### src/rtl/c3lib_scan_unload_pkg.sv
// Shared types and sizing helpers for the scan-chain unload collector.
// Imported by the deserializer and the top-level unload controller.
package c3lib_scan_unload_pkg;

  typedef enum logic [1:0] {
    IDLE  = 2'd0,
    SHIFT = 2'd1,
    DRAIN = 2'd2,
    DONE  = 2'd3
  } unload_state_e;

  // Number of output words needed to carry the whole chain.
  function automatic int calc_nwords(input int chain_len, input int word_w);
    return (chain_len + word_w - 1) / word_w;
  endfunction

  // Valid bit count in the final word (a full word when the chain divides evenly).
  function automatic int calc_last_bits(input int chain_len, input int word_w);
    int rem_bits;
    rem_bits = chain_len % word_w;
    return (rem_bits == 0) ? word_w : rem_bits;
  endfunction

endpackage

### src/rtl/c3lib_scan_deser.sv
// Serial-to-parallel assembly register for the unload path.
// A completed word is offered combinationally on word_out and parks here until taken.
module c3lib_scan_deser
  import c3lib_scan_unload_pkg::*;
#(
  parameter int WORD_W = 8
) (
  input  logic              clk,
  input  logic              rst_n,
  input  logic              sample_en,
  input  logic              bit_in,
  input  logic              flush_partial,
  input  logic              take,
  output logic [WORD_W-1:0] word_out,
  output logic              word_full,
  output logic              asm_full
);

  localparam int SUB_CW = $clog2(WORD_W + 1);

  logic [WORD_W-1:0] asm_r;
  logic [WORD_W-1:0] asm_next_s;
  logic [SUB_CW-1:0] sub_cnt_r;
  logic              asm_full_r;
  logic              complete_s;

  // Insert the sampled tail bit at the current word position.
  always_comb begin
    asm_next_s = asm_r;
    for (int i = 0; i < WORD_W; i++) begin
      if (sample_en && (sub_cnt_r == SUB_CW'(i))) begin
        asm_next_s[i] = bit_in;
      end else begin
        asm_next_s[i] = asm_r[i];
      end
    end
  end

  // The word completes on the last slot or on the last chain bit (partial word).
  assign complete_s = sample_en &&
                      ((sub_cnt_r == SUB_CW'(WORD_W - 1)) || flush_partial);
  assign word_out   = asm_next_s;
  assign word_full  = complete_s || asm_full_r;
  assign asm_full   = asm_full_r;

  // Assembly register, fill position and parked flag.
  always_ff @(posedge clk or negedge rst_n) begin
    if (!rst_n) begin
      asm_r      <= '0;
      sub_cnt_r  <= '0;
      asm_full_r <= 1'b0;
    end else if (take) begin
      asm_r      <= '0;
      sub_cnt_r  <= '0;
      asm_full_r <= 1'b0;
    end else if (sample_en) begin
      asm_r      <= asm_next_s;
      sub_cnt_r  <= sub_cnt_r + SUB_CW'(1);
      asm_full_r <= complete_s;
    end else begin
      asm_r      <= asm_r;
      sub_cnt_r  <= sub_cnt_r;
      asm_full_r <= asm_full_r;
    end
  end

endmodule

### src/rtl/c3lib_scan_chain_unload.sv
// Scan-chain tail collector: shifts the chain out under scan_en and emits
// WORD_W-bit words on a valid/ready slot, stalling the chain on backpressure.
module c3lib_scan_chain_unload
  import c3lib_scan_unload_pkg::*;
#(
  parameter int CHAIN_LEN = 64,
  parameter int WORD_W    = 8
) (
  input  logic              clk,
  input  logic              rst_n,
  input  logic              start,
  input  logic              chain_out,
  output logic              scan_en,
  output logic              busy,
  output logic [WORD_W-1:0] word_data,
  output logic              word_valid,
  input  logic              word_ready,
  output logic              word_last,
  output logic              done
);

  localparam int NWORDS = calc_nwords(CHAIN_LEN, WORD_W);
  localparam int BIT_CW = $clog2(CHAIN_LEN + 1);
  localparam int WRD_CW = $clog2(NWORDS + 1);

  unload_state_e     state_r;
  unload_state_e     state_next_s;
  logic [BIT_CW-1:0] bit_cnt_r;
  logic [WRD_CW-1:0] word_cnt_r;
  logic [WORD_W-1:0] word_data_r;
  logic [WORD_W-1:0] asm_word_s;
  logic              word_valid_r;
  logic              word_last_r;
  logic              busy_r;
  logic              done_r;
  logic              scan_en_s;
  logic              word_full_s;
  logic              asm_full_s;
  logic              flush_partial_s;
  logic              accept_s;
  logic              slot_free_s;
  logic              take_s;
  logic              last_word_s;
  logic              start_ok_s;

  // Shift only from registered state: stop when parked or the chain is exhausted.
  assign scan_en_s       = (state_r == SHIFT) && !asm_full_s &&
                           (bit_cnt_r != BIT_CW'(CHAIN_LEN));
  assign flush_partial_s = (bit_cnt_r == BIT_CW'(CHAIN_LEN - 1));
  assign accept_s        = word_valid_r && word_ready;
  assign slot_free_s     = !word_valid_r || word_ready;
  assign take_s          = (state_r == SHIFT) && word_full_s && slot_free_s;
  assign last_word_s     = (word_cnt_r == WRD_CW'(NWORDS - 1));
  assign start_ok_s      = (state_r == IDLE) && start;

  c3lib_scan_deser #(
    .WORD_W(WORD_W)
  ) u_deser (
    .clk          (clk),
    .rst_n        (rst_n),
    .sample_en    (scan_en_s),
    .bit_in       (chain_out),
    .flush_partial(flush_partial_s),
    .take         (take_s),
    .word_out     (asm_word_s),
    .word_full    (word_full_s),
    .asm_full     (asm_full_s)
  );

  // Unload sequencing.
  always_comb begin
    state_next_s = state_r;
    case (state_r)
      IDLE: begin
        if (start) state_next_s = SHIFT;
        else       state_next_s = IDLE;
      end
      SHIFT: begin
        if (take_s && last_word_s) state_next_s = DRAIN;
        else                       state_next_s = SHIFT;
      end
      DRAIN: begin
        if (accept_s) state_next_s = DONE;
        else          state_next_s = DRAIN;
      end
      DONE:    state_next_s = IDLE;
      default: state_next_s = IDLE;
    endcase
  end

  // State, progress counters and status flags.
  always_ff @(posedge clk or negedge rst_n) begin
    if (!rst_n) begin
      state_r    <= IDLE;
      bit_cnt_r  <= '0;
      word_cnt_r <= '0;
      busy_r     <= 1'b0;
      done_r     <= 1'b0;
    end else begin
      state_r <= state_next_s;
      busy_r  <= (state_next_s == SHIFT) || (state_next_s == DRAIN);
      done_r  <= (state_next_s == DONE);
      if (start_ok_s) begin
        bit_cnt_r  <= '0;
        word_cnt_r <= '0;
      end else begin
        if (scan_en_s) bit_cnt_r <= bit_cnt_r + BIT_CW'(1);
        if (take_s)    word_cnt_r <= word_cnt_r + WRD_CW'(1);
      end
    end
  end

  // Output slot: loads only when free, so data and last stay stable under stall.
  always_ff @(posedge clk or negedge rst_n) begin
    if (!rst_n) begin
      word_data_r  <= '0;
      word_valid_r <= 1'b0;
      word_last_r  <= 1'b0;
    end else if (take_s) begin
      word_data_r  <= asm_word_s;
      word_valid_r <= 1'b1;
      word_last_r  <= last_word_s;
    end else if (accept_s) begin
      word_valid_r <= 1'b0;
      word_last_r  <= 1'b0;
    end else begin
      word_data_r  <= word_data_r;
      word_valid_r <= word_valid_r;
      word_last_r  <= word_last_r;
    end
  end

  assign scan_en    = scan_en_s;
  assign busy       = busy_r;
  assign word_data  = word_data_r;
  assign word_valid = word_valid_r;
  assign word_last  = word_last_r;
  assign done       = done_r;

endmodule

### config.mk
export PLATFORM = sky130hd
export DESIGN_NAME = c3lib_scan_chain_unload
export DESIGN_NICKNAME = d
export VERILOG_FILES = /design/src/rtl/c3lib_scan_unload_pkg.sv /design/src/rtl/c3lib_scan_deser.sv /design/src/rtl/c3lib_scan_chain_unload.sv
export SDC_FILE = /design/constraint.sdc
export NUM_CORES = 1
export LEC_CHECK = 0
export ABC_CLOCK_PERIOD_IN_PS = 8800
export CAP_MARGIN = 20
export CORE_MARGIN = 2
export CORE_UTILIZATION = 35
export DETAILED_ROUTE_END_ITERATION = 8
export GPL_TIMING_DRIVEN = 0
export HOLD_SLACK_MARGIN = 0.03
export PLACE_DENSITY = 0.55
export SKIP_CTS_REPAIR_TIMING = 1
export SLEW_MARGIN = 20
export SYNTH_ARGS = -nofsm -noshare
export SYNTH_HDL_FRONTEND = slang
export SYNTH_HIERARCHICAL = 1
export SYNTH_SLANG_ARGS = --single-unit
### constraint.sdc
create_clock -name clk -period 8.8 [get_ports clk]
set_clock_uncertainty 0.2 [all_clocks]
set_input_delay 1.76 -clock clk [delete_from_list [all_inputs] [get_ports clk]]
set_output_delay 1.76 -clock clk [all_outputs]
set_load 0.005 [all_outputs]
==> results by group, run 1 <==
STA
  • Final setup vio count: 0
  • Slew @ Worst Pin: 0.6687 ns
  • Final Max Tran Viols: 0
  • Worst Hold Slack: slightly below 0.3 ns
  • Normalized max-slew margin: 0.5538
  • Setup Total Neg Slack: 0 ns
  • Post-layout worst setup margin: 4.549 ns
  • Minimum clock period after layout: around 4.3 ns
  • Peak Freq: ~240 MHz
  • RSZ-0062 raised after global routing: false
  • Final Hold Fails: 0
  • Final Cycle Share: 0.4831

Cells and area
  • Area growth from synthesis to layout: 18.48%
  • Nets: between 200 and 250
  • Filler Cell Count: ~550
  • Layout cell share with drive strength beyond 1: 0.1823
  • Antenna diode count: 0
  • Utilization after layout: 0.4329

Pwr
  • Worst IR Drop VDD: between 0.0001 and 0.00015 V
  • Cell Pwr Density: about 310 mW/mm2
  • Power, Total: 0.7527 mW
  • P_leak: between 1 and 1.5 nW

CTS
  • Clock Sinks: 38
  • Clk Latency, worst-skew pair: 0.29 ns
  • Root buf cell: clkbuf_8
  • Clock slew at reported path FFs: 0.07 ns
  • Num CTS Buffers: 5
  • CTS tree: done
  • Clock Tree Buf Depth: 2
  • H-tree lvl count: 2

Critical path
  • Crit path DAT: around 2.3 ns
  • Crit path max fanout: 9
  • FF-to-FF path depth: 12
  • Flop2flop setup slack: between 4 and 5 ns
  • CP max stage delay: 0.56 ns
  • Reg2reg end: u_deser/sub_cnt_r[3]
  • Crit end category: output pin
  • Worst path required time: between 6 and 7 ns
  • Startpoint types: flip-flop
  • Critical path type: reg2out
  • CP max-delay cell: clkdlybuf4s50_1
  • Cells along the critical path: or3b_1 > buf_2 > a31o_4 > inv_1 > clkdlybuf4s50_1
  • Worst r2r src: state_r[1]

Detailed routing
  • Vias: 1382
  • DRC violations left: 0
  • Detail Route Antenna Nets: 0
  • Vias per cell: roughly 5.0
  • First-iteration detailed-routing DRC count: 34
  • DRT Wirelength: around 3800 um
  • Drt first pass iters: 4
  • WL/cell: about 14 um

Placement
  • GP Congestion: a little over 0.7
  • # port buffers: 17
  • Pre-CTS setup slack: between 4 and 5 ns
  • DP HPWL: approximately 2700 um

Floorplan
  • Die width: between 80 and 90 um
  • Die extent in y: 80.06 um
  • Core area: about 0.0055 mm2
  • Die area: ~0.0064 mm2
  • Row Count: 27
  • Initial Util: 0.3654
  • # IOs: 18

GRT
  • Initial antenna violation count: 0
  • Pin count of the biggest net entering global routing: 21
  • Vias in the first global route: around 1400
  • First-pass GRT wire length: about 6800 um
  • GR Util All Layers: 0.1343
  • GR Overflow Total: 0

Yosys
  • Register area share after synthesis: 0.4697
  • Most common cell in the synthesized netlist: dfrtp_1
  • Number of synthesized flops with an enable pin: 0
  • Post-synth top area share: 0.4697
  • Flops & latches, synth: 38
  • Post-synth cell types: just over 40
  • Synthesized area: a little over 0.002 mm2
  • Largest area contributor in the netlist: dfrtp_1
  • Top FF cell, synth: dfrtp_1
  • Async set or reset register ratio after synthesis: 1.000
  • Post-Syn Nets: 190
  • Avg Synthesized Cell Area: 11.44 um2
  • Leading cell types by total area after synthesis: dfrtp_1, mux2i_1, mux2_2
  • Ys Warns: 6
  • Cells after synthesis: approximately 180
  • Most instantiated cells after synthesis: dfrtp_1, mux2i_1, mux2_2

Worst hold path
  • Worst Min Path Start: word_last
  • Hold/Removal Path Class: reg2reg
  • Hold path depth: 1
  • Hold Crit Endpoint: word_last

Job
  • Max Cap Violations: 0

Run status
  • Outcome: completed
layout by cell type (no fill, tap or decap), types with 6 or more instances in the layout:
cell	count
dfrtp_1	38
mux2_2	12
ha_1	8
nor2_1	6
nand2b_1	11
inv_1	10
clkdlybuf4s50_1	16
clkbuf_8	6
nand2_1	9
mux2i_1	14
layer usage:
| metal | part of all wire | global-route usage |
|---|---|---|
| met1 | 0.48 | 0.1771 |
| met2 | 0.48 | 0.2175 |
| met3 | 0.025 | 0.03371 |
| met4 | 0.011 | 0.04068 |
| met5 | 0 | 0 |
through the flow:
| stage | instance area (um2) | std cells |
|---|---|---|
| after floorplan | 2024 | 177 |
| after global placement | 2285 | 266 |
| after detailed placement | 2307 | 267 |
| after CTS | 2399 | 275 |
| after global routing | 2399 | 275 |
| final | 2399 | 275 |
registers in the layout, indices dropped and copies added (netlist names):
register           count
u_deser/asm_full       1
word_cnt_r             4
word_last              1
u_deser/asm_r          8
state_r                2
done                   1
u_deser/sub_cnt_r      4
busy                   1
bit_cnt_r              7
word_data              8
word_valid             1
how the worst max path moves through the flow:
stage / from / end / slack, ns / cells after the start
4_1_cts: state_r[1] / scan_en / 4.52 / 5
6_report: state_r[1] / scan_en / 4.55 / 5
2_1_floorplan: state_r[1] / scan_en / 5.55 / 4
5_1_grt: state_r[1] / scan_en / 4.42 / 5
3_5_place_dp: word_ready / u_deser/sub_cnt_r[3] / 4.77 / 6
3_3_place_gp: word_ready / u_deser/sub_cnt_r[3] / 4.78 / 6
worst max-delay path, delay by kind of cell, from the launching register on:
kind / cells / cell delay [ns]
DFF: 1 / 0.45
buffers and inverters: 3 / 0.93
and+or+nand+nor: 1 / 0.38
AOI/OAI and AO/OA: 1 / 0.24
kinds of logic after synthesis:
| kind of cell | Yosys count | synth area share |
|---|---|---|
| and+or+nand+nor | 61 | 0.1922 |
| adders and majority gates | 8 | 0.04945 |
| xor gates and xnor gates | 1 | 0.004327 |
| AOI/OAI and AO/OA | 20 | 0.06984 |
| muxes | 32 | 0.1749 |
| buffers and inverters | 17 | 0.03956 |
| DFF | 38 | 0.4697 |
report_power, final:
part	internal [mW]	switching (mW)	total (mW)
clock network	0.0633	0.0618	0.125
logic	0.184	0.157	0.341
registers	0.238	0.0491	0.287
total	0.485	0.268	0.753
area by class of cell:
cell class                 instances  area [um2]  area share
sequential                        38       950.9      0.3965
multi-input combinational        122       993.5      0.4142
clock inverter                     1       5.005    0.002087
timing repair buffer              18       192.7     0.08033
buffer                             7       42.54     0.01774
clock buffer                       7       86.33     0.03599
tap                               72       90.09     0.03756
inverter                          10       37.54     0.01565
(Power assumes the default switching activity.)
==> inputs of run 2 (changes only) <==
--- a/config.mk
+++ b/config.mk
@@ -5,7 +5,7 @@
 export SDC_FILE = /design/constraint.sdc
 export NUM_CORES = 1
 export LEC_CHECK = 0
-export ABC_CLOCK_PERIOD_IN_PS = 8800
+export ABC_CLOCK_PERIOD_IN_PS = 4380
 export CAP_MARGIN = 20
 export CORE_MARGIN = 2
 export CORE_UTILIZATION = 35
==> constraint.sdc (replaced) <==
create_clock -name clk -period 4.38 [get_ports clk]
set_clock_uncertainty 0.2 [all_clocks]
set_input_delay 0.876 -clock clk [delete_from_list [all_inputs] [get_ports clk]]
set_output_delay 0.876 -clock clk [all_outputs]
set_load 0.005 [all_outputs]
==> results of run 2 <==
Same layout as run 1 (identical final DEF). Status: completed.
Main changes from that run: setup slack after placement 4.774 ns -> 0.5456 ns; setup slack after layout 4.549 ns -> 0.5610 ns; end point of the critical path scan_en -> u_deser/sub_cnt_r[3]; register-to-register setup slack 4.98 ns -> 0.56 ns; total power 0.7527 mW -> 1.512 mW; worst IR drop on VDD 0.0001243 V -> 0.0002497 V
